<file path="src/rtl/led_ctrl_pkg.sv">
// Purpose  : shared encodings for the LED pattern controller (command modes, FSM states).
// Latency  : n/a (constants only).
// Backpres.: n/a.
package led_ctrl_pkg;

  // Command / active-mode encodings carried on cfg_mode and mode_cur
  localparam logic [1:0] MODE_OFF   = 2'd0;
  localparam logic [1:0] MODE_SLOW  = 2'd1;
  localparam logic [1:0] MODE_FAST  = 2'd2;
  localparam logic [1:0] MODE_CHASE = 2'd3;

  // Controller FSM states
  localparam logic [1:0] ST_IDLE   = 2'd0;
  localparam logic [1:0] ST_SWITCH = 2'd1;
  localparam logic [1:0] ST_RUN    = 2'd2;

endpackage : led_ctrl_pkg

</file>
<file path="src/rtl/led_tick_gen.sv">
// Purpose  : shared prescaler; one-cycle tick every TICK_CYCLES+1 enabled clocks.
// Latency  : tick is combinational from the registered count (asserted while count==TICK_CYCLES).
// Backpres.: none; clr/en simply hold the count at zero.
// Ports:
//   sys_clk, sys_rst_n : clock, async active-low reset
//   clr                : force count to 0 (priority over en)
//   en                 : count enable
//   tick               : high for the single cycle the count sits at its terminal value
module led_tick_gen #(
  parameter int TICK_CYCLES = 2_499_999  // must be >= 1
) (
  input  logic sys_clk,
  input  logic sys_rst_n,
  input  logic clr,
  input  logic en,
  output logic tick
);

  localparam int CW = $clog2(TICK_CYCLES + 1);
  localparam logic [CW-1:0] TERM = CW'(TICK_CYCLES);

  logic [CW-1:0] cnt_q, cnt_d;

  // Terminal-value compare means the counter never needs to overflow.
  always_comb begin
    cnt_d = cnt_q;
    if (clr || !en) begin
      cnt_d = '0;
    end else if (cnt_q == TERM) begin
      cnt_d = '0;
    end else begin
      cnt_d = cnt_q + CW'(1);
    end
  end

  always_ff @(posedge sys_clk or negedge sys_rst_n) begin
    if (!sys_rst_n) begin
      cnt_q <= '0;
    end else begin
      cnt_q <= cnt_d;
    end
  end

  assign tick = en && (cnt_q == TERM);

endmodule : led_tick_gen

</file>
<file path="src/rtl/led_mode_ctrl.sv">
// Purpose  : LED bank pattern sequencer (off / slow blink / fast blink / chase) driven by mode commands.
// Latency  : command accepted at edge k -> SWITCH in cycle k+1 -> start pattern on led_out from cycle k+2.
// Backpres.: cfg_ready drops for the single SWITCH cycle; otherwise commands are always accepted.
// Ports:
//   sys_clk, sys_rst_n   : clock, async active-low reset
//   cfg_valid/cfg_ready  : mode command handshake, cfg_mode sampled on acceptance
//   cfg_mode [1:0]       : 0=OFF 1=SLOW 2=FAST 3=CHASE
//   led_out [LED_NUM-1:0]: registered LED drive, 1 = lit
//   mode_cur [1:0]       : registered currently active mode
module led_mode_ctrl
  import led_ctrl_pkg::*;
#(
  parameter int TICK_CYCLES = 2_499_999,
  parameter int SLOW_TICKS  = 10,
  parameter int FAST_TICKS  = 2,
  parameter int LED_NUM     = 4   // must be >= 2
) (
  input  logic               sys_clk,
  input  logic               sys_rst_n,
  input  logic               cfg_valid,
  input  logic [1:0]         cfg_mode,
  output logic               cfg_ready,
  output logic [LED_NUM-1:0] led_out,
  output logic [1:0]         mode_cur
);

  localparam int SW = $clog2(SLOW_TICKS + 1);
  localparam logic [SW-1:0] SLOW_LAST = SW'(SLOW_TICKS - 1);
  localparam logic [SW-1:0] FAST_LAST = SW'(FAST_TICKS - 1);
  localparam logic [LED_NUM-1:0] LED_ONE = {{(LED_NUM-1){1'b0}}, 1'b1};

  logic [1:0]         state_q, state_d;
  logic [1:0]         mode_req_q, mode_req_d;  // mode latched at acceptance, applied in SWITCH
  logic [1:0]         mode_cur_q, mode_cur_d;
  logic [SW-1:0]      step_q, step_d;
  logic [LED_NUM-1:0] led_q, led_d;

  logic          accept;
  logic          tick;
  logic          in_run;
  logic [SW-1:0] step_last;

  assign in_run    = (state_q == ST_RUN);
  assign cfg_ready = (state_q != ST_SWITCH);
  assign accept    = cfg_valid && cfg_ready;
  assign step_last = (mode_cur_q == MODE_FAST) ? FAST_LAST : SLOW_LAST;

  // Timebase only runs in RUN, so the first step period starts at the first RUN cycle.
  led_tick_gen #(
    .TICK_CYCLES(TICK_CYCLES)
  ) u_tick (
    .sys_clk  (sys_clk),
    .sys_rst_n(sys_rst_n),
    .clr      (!in_run),
    .en       (in_run),
    .tick     (tick)
  );

  always_comb begin
    state_d    = state_q;
    mode_req_d = mode_req_q;
    mode_cur_d = mode_cur_q;
    step_d     = step_q;
    led_d      = led_q;
    unique case (state_q)
      ST_IDLE: begin
        led_d      = '0;
        mode_cur_d = MODE_OFF;
        step_d     = '0;
        if (accept && (cfg_mode != MODE_OFF)) begin
          mode_req_d = cfg_mode;
          state_d    = ST_SWITCH;
        end
      end
      ST_SWITCH: begin
        mode_cur_d = mode_req_q;
        step_d     = '0;
        led_d      = (mode_req_q == MODE_CHASE) ? LED_ONE : '1;
        state_d    = ST_RUN;
      end
      ST_RUN: begin
        // A new command takes priority; any coincident tick is dropped.
        if (accept) begin
          if (cfg_mode == MODE_OFF) begin
            state_d    = ST_IDLE;
            led_d      = '0;
            mode_cur_d = MODE_OFF;
            step_d     = '0;
          end else begin
            state_d    = ST_SWITCH;
            mode_req_d = cfg_mode;
          end
        end else if (tick) begin
          if (step_q == step_last) begin
            step_d = '0;
            if (mode_cur_q == MODE_CHASE) begin
              led_d = {led_q[LED_NUM-2:0], led_q[LED_NUM-1]};
            end else begin
              led_d = ~led_q;
            end
          end else begin
            step_d = step_q + SW'(1);
          end
        end
      end
      default: begin
        state_d = ST_IDLE;
      end
    endcase
  end

  always_ff @(posedge sys_clk or negedge sys_rst_n) begin
    if (!sys_rst_n) begin
      state_q    <= ST_IDLE;
      mode_req_q <= MODE_OFF;
      mode_cur_q <= MODE_OFF;
      step_q     <= '0;
      led_q      <= '0;
    end else begin
      state_q    <= state_d;
      mode_req_q <= mode_req_d;
      mode_cur_q <= mode_cur_d;
      step_q     <= step_d;
      led_q      <= led_d;
    end
  end

  assign led_out  = led_q;
  assign mode_cur = mode_cur_q;

endmodule : led_mode_ctrl

</file>
<file path="config.mk">
export PLATFORM = sky130hd
export DESIGN_NAME = led_mode_ctrl
export DESIGN_NICKNAME = d
export VERILOG_FILES = /design/src/rtl/led_ctrl_pkg.sv /design/src/rtl/led_tick_gen.sv /design/src/rtl/led_mode_ctrl.sv
export SDC_FILE = /design/constraint.sdc
export NUM_CORES = 1
export LEC_CHECK = 0
export ABC_AREA = 1
export BUFFER_PORTS_ARGS = -buffer_cell sky130_fd_sc_hd__buf_2
export CAP_MARGIN = 40
export CORE_MARGIN = 10
export CORE_UTILIZATION = 55
export CTS_CLUSTER_DIAMETER = 40
export CTS_CLUSTER_SIZE = 10
export DETAILED_ROUTE_END_ITERATION = 10
export GPL_ROUTABILITY_DRIVEN = 1
export MAX_ROUTING_LAYER = met4
export PLACE_DENSITY = 0.79
export SYNTH_ARGS = -nofsm -noshare
export SYNTH_HDL_FRONTEND = slang
export SYNTH_SLANG_ARGS = --single-unit
</file>
<file path="constraint.sdc">
create_clock -name sys_clk -period 1.5 [get_ports sys_clk]
set_input_delay 0.15 -clock sys_clk [delete_from_list [all_inputs] [get_ports sys_clk]]
set_output_delay 0.15 -clock sys_clk [all_outputs]
set_load 0.005 [all_outputs]
</file>
; After elaboration in Yosys (flattened, before gate mapping)
; Cells that the tools add are included.
[totals]
inputBits = 5
word_cells = 64
reg_bits = 36
[op_classes]
muxes = 25
bitwise_logic = 1
addsub = 2
n_reduce_logical = 15
n_eq_ne = 15
[op_table]
columns = operator, n
row1 = $mux W22, 2
row2 = $mux W4, 10
row3 = $add A22 B1 Y22 const B, 1
row4 = $eq A22 B22 Y1 const B, 1
row5 = $mux W2, 7
row6 = $pmux W2 S3, 2
row7 = $pmux W4 S3, 1
row8 = $eq A2 B2 Y1 const B, 4
row9 = $pmux W4 S2, 1
row10 = $reduce_and A4 Y1, 2
row11 = $ne A2 B2 Y1 const B, 3
row12 = $ne A3 B2 Y1 const B, 2
row13 = $reduce_and A3 Y1, 2
row14 = $reduce_bool A2 Y1, 3
row15 = $add A4 B1 Y4 const B, 1
row16 = $eq A4 B4 Y1, 1
row17 = $logic_not A2 Y1, 2
row18 = $ne A2 B1 Y1 const B, 2
row19 = $not A4 Y4, 1
row20 = $pmux W2 S2, 1
row21 = $logic_and A1 B1 Y1, 3
row22 = $ne A3 B3 Y1 const B, 1
row23 = $reduce_bool A3 Y1, 1
row24 = $eq A2 B1 Y1 const B, 1
row25 = other kinds (3), 3

; Longest topological paths before layout
; Gate-level depths: netlist (run 1).
[logic_depth]
depth_word = 7
ltp_mapped = 10

; Modules after synthesis
; A second synthesis (run 1) with hierarchy kept.
[unflattened]
hier_cells = 310
hier_area_um2 = 2323.5
[modules_own_cells]
columns = mod, seq_area_each_um2, cells_per_inst, area_per_inst_um2, n_inst
row1 = led_tick_gen, 550.5, 178, 1322.5, 1
row2 = led_mode_ctrl, 350.3, 132, 1001.0, 1

; Worst setup path after synthesis (run 1)
; Ideal clock, no wire load.
[synth_timing]
path_type = register to register
from = register state_q[0]
to = register step_q[0]
required_ns = 1.423
path_slack_ns = -0.047
arrival_time_ns = 1.471
stages_incl_launch_ff = 9
cell_sequence = dfrtp_1 inv_1 ha_1 buf_6 inv_2 nor2_8 nand2_4 or2_2 o21ai_1
[synth_via]
elab_chain_len = 4
word_cells_on_any_way = 13
classes_between = 5 x eq/ne / 2 x mux / 6 x reduce/logical
[synth_rtl]
columns = element, line
row1 = start: declaration, led_mode_ctrl.sv:32  ; logic [1:0] state_q, state_d;
row2 = start signal: assignment, led_mode_ctrl.sv:120  ; state_q <= state_d;
row3 = "$ne A2 B1 Y1, or another cell as far along", led_mode_ctrl.sv:44  ; assign cfg_ready = (state_q != ST_SWITCH);
row4 = "$logic_and A1 B1 Y1, or another cell as far along", led_mode_ctrl.sv:45  ; assign accept = cfg_valid && cfg_ready;
row5 = "$ne A3 B2 Y1 (no line), or another cell as far along", n/a
row6 = $reduce_and A3 Y1 (no line) or $pmux W4 S2 (tied branches), n/a
row7 = end signal: assignment, led_mode_ctrl.sv:123  ; step_q <= step_d;
row8 = end: declaration, led_mode_ctrl.sv:35  ; logic [SW-1:0] step_q, step_d;
; Several ways; a longest one is shown, not always the timed one.
; A chain may end at the register's enable or synchronous reset.

; Worst setup path after layout (run 1)
[layout_timing]
from = register state_q[1]
to = register step_q[1]
; Same word-level chain as after synthesis.

==> impl_metrics.yaml, run 1 <==
place:
  gp_congestion: 0.9314
  hpwlAfterDp_um: 3901
  io_buffers: 11
synthesis:
  synth_top_area_share_pct: 39.89
  synth_cell_types: 31
  syn_avg_cell_area_um2: 7.708
  async_flop_share_pct: 100.0
  ys_top_cells_by_count: "nand2_1 (67), nor2_1 (45), dfrtp_1 (36), inv_1 (34), nand3_1 (18)"
  seq_area_frac_synth_pct: 39.89
  ys_ff_latch: 36
  synth_largest_area_cell: "dfrtp_1"
  synthFlopType: "dfrtp_1"
  netlist_area_mm2: 0.002258
  synth_edf_count: 0
  synth_warnings: 0
  synth.area.top_cells: "dfrtp_1 (40%), nand2_1 (11%), nor2_1 (7.5%)"
  synth_fp_nets: 305
  yosysMostFrequentCell: "nand2_1"
  synthCells: 293
sta:
  setup_slack_ps: -73.93
  hold_viol: 0
  grt_setup_unrepaired: "yes"
  fin_skew_ps: 4.084
  worst_pin_slew_ps: 447.0
  finalCritPeriodShare_pct: 104.9
  relSlewSlack_pct: 70.20
  holdWs_ps: 120.6
  fmax_mhz: 635.4
  slew_viol_final: 0
  fin_crit_ps: 1574
  setup_violations: 7
setup_path:
  path_max_fanout: 8
  crit_arrival_ps: 1740
  reg2reg_slack_ps: -70
  crit_path_start_kind: "flop"
  r2r_cells: 8
  r2r-start: "state_q[1]$_DFFE_PN0P_"
  required_ps: 1670
  r2r-end: "step_q[1]$_DFFE_PN0P_"
  cp-end-kind: "flop"
  setup.worst_path.class: "flop to flop"
clock_network:
  cts.path.max_buffers: 2
  insertion_delay_ps: 290
  htree_levels: 2
  cts_root_buf: "clkbuf_8"
  cts_sinks: 36
  tritoncts: "built"
  cts_buffers: 5
  clk_pin_slew_ps: 70
flow_run:
  maxCapViolCount: 0
route:
  num_vias: 2166
  ant_nets: 0
  initialDrtViolationCount: 184
  first_pass_iters: 5
  routedWlPerCell_um: 14.42
  viasPerCell: 5.497
  wirelength_um: 5683
  drc: 0
min_path:
  hp-start: "cfg_mode[1]"
  hold_end: "mode_req_q[1]$_DFFE_PN0P_"
  worst_hold_path_type: "input port to flop"
  min_path_cells: 3
power_and_ir_drop:
  power.total_w: 0.003548
  ir_worst_vdd_v: 0.001145
  switchingPower_w: 0.001397
  total_leakage_power_nw: 1.333
  combPwrFrac_pct: 47.0
  netSwitchingFraction_pct: 39.37
  p_seq_share_pct: 34.7
  power.share.clock_pct: 18.3
  p_int_w: 0.002151
  p_per_area_mw_per_mm2: 1223
global_routing:
  grt_max_degree: 20
  antenna_found_initial: 0
  grt_pass1_wl_um: 9397
  grt_pass1_vias: 2051
  grtUsageTotal_pct: 16.14
  gr-total-overflow: 0
finish:
  antenna_cells: 0
  num-nets-final: 356
  drive_gt1_share_pct: 31.40
  syn2layout_area_growth_pct: 28.42
run_status:
  status: "finished, violations left"
  violations: "setup timing"
floorplan:
  die_h_um: 84.08
  rows: 23
  die_area_mm2: 0.007069
  io-pin-count: 12
  initial_core_util_pct: 56.46
  core-area_mm2: 0.004000
  die_w_um: 84.08
[cell families (layout without fill, tap and decap cells)]
group / Yosys count / in the layout / synth area share (%)
buffers and inverters: 38 / 89 / 6.648
AO/OA/AOI/OAI: 25 / 25 / 6.427
flip-flops: 36 / 36 / 39.89
adder cells (fa/ha/maj): 7 / 7 / 3.878
AND/OR/NAND/NOR: 180 / 180 / 40.44
XOR/XNOR: 7 / 7 / 2.715
[cell usage in the layout (no fill, tap or decap), types with 5 or more instances in the layout]
master,netlist,layout
nand2_1,67,60
nor2_1,45,45
dfrtp_1,36,33
inv_1,34,32
buf_4,0,29
nand3_1,18,17
nand4_1,13,13
buf_2,0,11
a21oi_1,10,8
nand2_2,2,8
nand2_4,5,6
nor2_4,5,6
o21ai_1,2,5
o21ai_2,2,5
clkbuf_8,0,5
[area by class of cell]
class | instances | area, µm²
clock buffer | 6 | 72.57
inverter | 37 | 143.9
fill | 282 | 1100
sequential | 36 | 904.6
clock inverter | 1 | 5.005
timing repair buffer | 45 | 336.6
multi-input combinational | 219 | 1375
tap | 50 | 62.56
[stage by stage]
step	setup slack, ps	util, %	TNS [ps]	instance area [µm²]	std cells
global route	-142.5	72.51	-1177	2900	394
detailed placement	-69.11	63.18	-495.1	2527	372
finish	-73.93	72.51	-299.2	2900	394
CTS	0.1616	66.53	0	2661	382
global placement	-24.24	63.18	-101.0	2527	372
floorplan	2.457	-	0	2266	293
[state kept, by name, indices dropped and copies added, names as in the netlist]
register / flops
mode_req_q: 2
mode_cur: 2
state_q: 2
step_q: 4
led_out: 4
u_tick.cnt_q: 22
[how the worst max path moves through the flow]
stage / from / endpoint / slack (ps) / cells after the start
2_1_floorplan: state_q[0]$_DFFE_PN0P_ / step_q[0]$_DFFE_PN0P_ / 2 / 8
4_1_cts: state_q[0]$_DFFE_PN0P_ / mode_req_q[1]$_DFFE_PN0P_ / 0.2 / 6
3_5_place_dp: state_q[0]$_DFFE_PN0P_ / step_q[0]$_DFFE_PN0P_ / -70 / 7
5_1_grt: state_q[1]$_DFFE_PN0P_ / step_q[1]$_DFFE_PN0P_ / -140 / 8
6_report: state_q[1]$_DFFE_PN0P_ / step_q[1]$_DFFE_PN0P_ / -70 / 8
3_3_place_gp: state_q[0]$_DFFE_PN0P_ / led_out[2]$_DFFE_PN0P_ / -20 / 6
[layer usage]
metal	track usage [%]	share of wire, %
met4	5.479	2.4
met2	25.93	49
met5	-	0
met3	4.102	6.0
met1	19.10	43
[power by group through the flow]
stage / clock, W / sequential [W] / combinational (W)
floorplan: 0 / 0.00123 / 0.000764
global placement: 0 / 0.00122 / 0.00121
detailed placement: 0 / 0.00123 / 0.00124
CTS: 0.000662 / 0.00121 / 0.00132
global route: 0.000708 / 0.00125 / 0.00185
finish: 0.000648 / 0.00123 / 0.00167
[worst max-delay path, stage by stage, from the launching register on]
cell and delay, ps:
dfrtp_1 400, inv_2 80, ha_4 140, nor2_4 60, buf_6 120, a31oi_4 300
nand2_4 160, nand2_2 100, o21ai_1 70
[what timing repair did]
item,CTS,global route
hold buffers,1,0
endpoints found under the setup margin,14,24
endpoints found under the hold margin,17,0
buffers inserted,2,12
cloned,0,0
gates resized for setup,4,43
pin swaps,1,23
Power figures use the tool's default switching activity.
==> inputs of run 2 (changes only) <==
==> constraint.sdc (replaced) <==
create_clock -name sys_clk -period 1.5 [get_ports sys_clk]
set_input_delay 0.225 -clock sys_clk [delete_from_list [all_inputs] [get_ports sys_clk]]
set_output_delay 0.225 -clock sys_clk [all_outputs]
set_load 0.005 [all_outputs]
==> impl_metrics.yaml, run 2 (synthesis gave the netlist of run 1 again) <==
run_status:
  status: "finished, violations left"
  violations: "setup timing"
finish:
  fin_cells: 394
  largest-register: "u_tick.cnt_q"
  drive_gt1_share_pct: 31.69
  syn2layout_area_growth_pct: 28.42
  final_cell_area_mm2: 0.002900
  final_core_util_pct: 72.51
  fillCellCount: 282
  num-nets-final: 356
  final_cell_mix: "nand2_1 (60), nor2_1 (45), dfrtp_1 (33), inv_1 (31), buf_4 (29)"
  layout_commonest_cell: "nand2_1"
  largest_reg_flops: 22
  antenna_cells: 0
place:
  placed_cell_area_mm2: 0.002527
  hpwlAfterDp_um: 3901
  gp_congestion: 0.9314
  place_inst: 372
  io_buffers: 11
setup_path:
  setup.worst_path.class: "flop to flop"
  slowest_stage: "dfrtp_1"
  crit_family: "flip-flops"
  cp_slowest_stage_delay_ps: 400
  cp_cell_sequence: "inv_2, ha_4, nor2_4, buf_6, a31oi_4, nand2_4, nand2_2, o21ai_1"
  crit_buf_inv: 2
  crit_arrival_ps: 1740
  path_max_fanout: 8
  cp-end-kind: "flop"
  crit_path_start_kind: "flop"
  required_ps: 1670
sta:
  setup_violations: 7
  fin_crit_ps: 1574
  grt_setup_unrepaired: "yes"
  slew_viol_final: 0
  tns_ps: -298.6
  worst_pin_slew_ps: 447.3
  finalCritPeriodShare_pct: 104.9
  relSlewSlack_pct: 70.18
  fin_skew_ps: 3.914
  fmax_mhz: 635.5
  hold_viol: 0
  setup_slack_ps: -73.68
clock_network:
  cts_buffers: 5
  insertion_delay_ps: 290
  cts_root_buf: "clkbuf_8"
  tritoncts: "built"
  cts.path.max_buffers: 2
  htree_levels: 2
  cts_sinks: 36
  clk_pin_slew_ps: 70
global_routing:
  grtUsageTotal_pct: 16.14
  antenna_found_initial: 0
  grt_pass1_vias: 2051
  gr-total-overflow: 0
  grt_max_degree: 20
  grt_pass1_wl_um: 9397
floorplan:
  initial_core_util_pct: 56.46
  die_area_mm2: 0.007069
  rows: 23
  io-pin-count: 12
  die_h_um: 84.08
  die_w_um: 84.08
  core-area_mm2: 0.004000
route:
  wirelength_um: 5688
  drc: 0
  initialDrtViolationCount: 184
  num_vias: 2174
  ant_nets: 0
  routedWlPerCell_um: 14.44
  viasPerCell: 5.518
  first_pass_iters: 5
power_and_ir_drop:
  total_leakage_power_nw: 1.332
  p_per_area_mw_per_mm2: 1224
  ir_worst_vdd_v: 0.001145
  power.total_w: 0.003550
flow_run:
  maxCapViolCount: 0
min_path:
  worst_hold_path_type: "input port to flop"
==> run 2: per-layer routing <==
layer	up-vias	track usage, %	part of all wire [%]
li1	1041	-	-
met5	-	-	0
met3	15	4.102	6.1
met4	0	5.479	2.3
met2	87	25.93	49
met1	1031	19.10	42
==> run 2: worst min-delay path: stages <==
cell	delay [ps]
buf_2	100
inv_1	70
o21ai_2	60
==> run 2: path summary, 6_finish.rpt <==
| kind | slack [ps] | cells after the start | end | from |
|---|---|---|---|---|
| max | -70 | 8 | step_q[1]$_DFFE_PN0P_ | state_q[1]$_DFFE_PN0P_ |
| min | 200 | 3 | mode_req_q[1]$_DFFE_PN0P_ | cfg_mode[1] |
| max reg2reg | -70 | 8 | step_q[1]$_DFFE_PN0P_ | state_q[1]$_DFFE_PN0P_ |
| min reg2reg | 530 | 2 | led_out[3]$_DFFE_PN0P_ | led_out[3]$_DFFE_PN0P_ |
| max in group asynchronous | 630 | 3 | u_tick.cnt_q[14]$_DFF_PN0_ | sys_rst_n |
| min in group asynchronous | 410 | 2 | u_tick.cnt_q[7]$_DFF_PN0_ | sys_rst_n |
==> run 2: final cells by class <==
cell class | instances | area, µm² | area share [%]
clock buffers | 6 | 72.57 | 2.502
clock inverters | 1 | 5.005 | 0.1726
inverters | 37 | 143.9 | 4.961
multi-input cells | 219 | 1375 | 47.41
flip-flops and latches | 36 | 904.6 | 31.19
well taps | 50 | 62.56 | 2.157
repair buffers | 45 | 336.6 | 11.60
==> run 2: per-stage QoR <==
step                      setup WS, ps  hold slack (ps)
after floorplan                  2.457           -70.59
after global placement          -24.24            186.4
after detailed placement        -69.11            193.5
after CTS                       -8.968            201.6
after global routing            -142.5            211.4
final                           -73.68            195.5
==> run 2: timing repair <==
action,CTS,global route
gates resized for setup,4,44
hold buffers,1,0
buffers inserted,2,12
pin swaps,1,23
gates cloned,0,0
endpoints found under the hold margin,17,0
setup endpoints to repair,15,25
==> run 2: power breakdown <==
part | switching, W | total, W | internal, W
sequential | 0.000130 | 0.00123 | 0.00110
clock | 0.000333 | 0.000648 | 0.000315
combinational | 0.000936 | 0.00167 | 0.000735
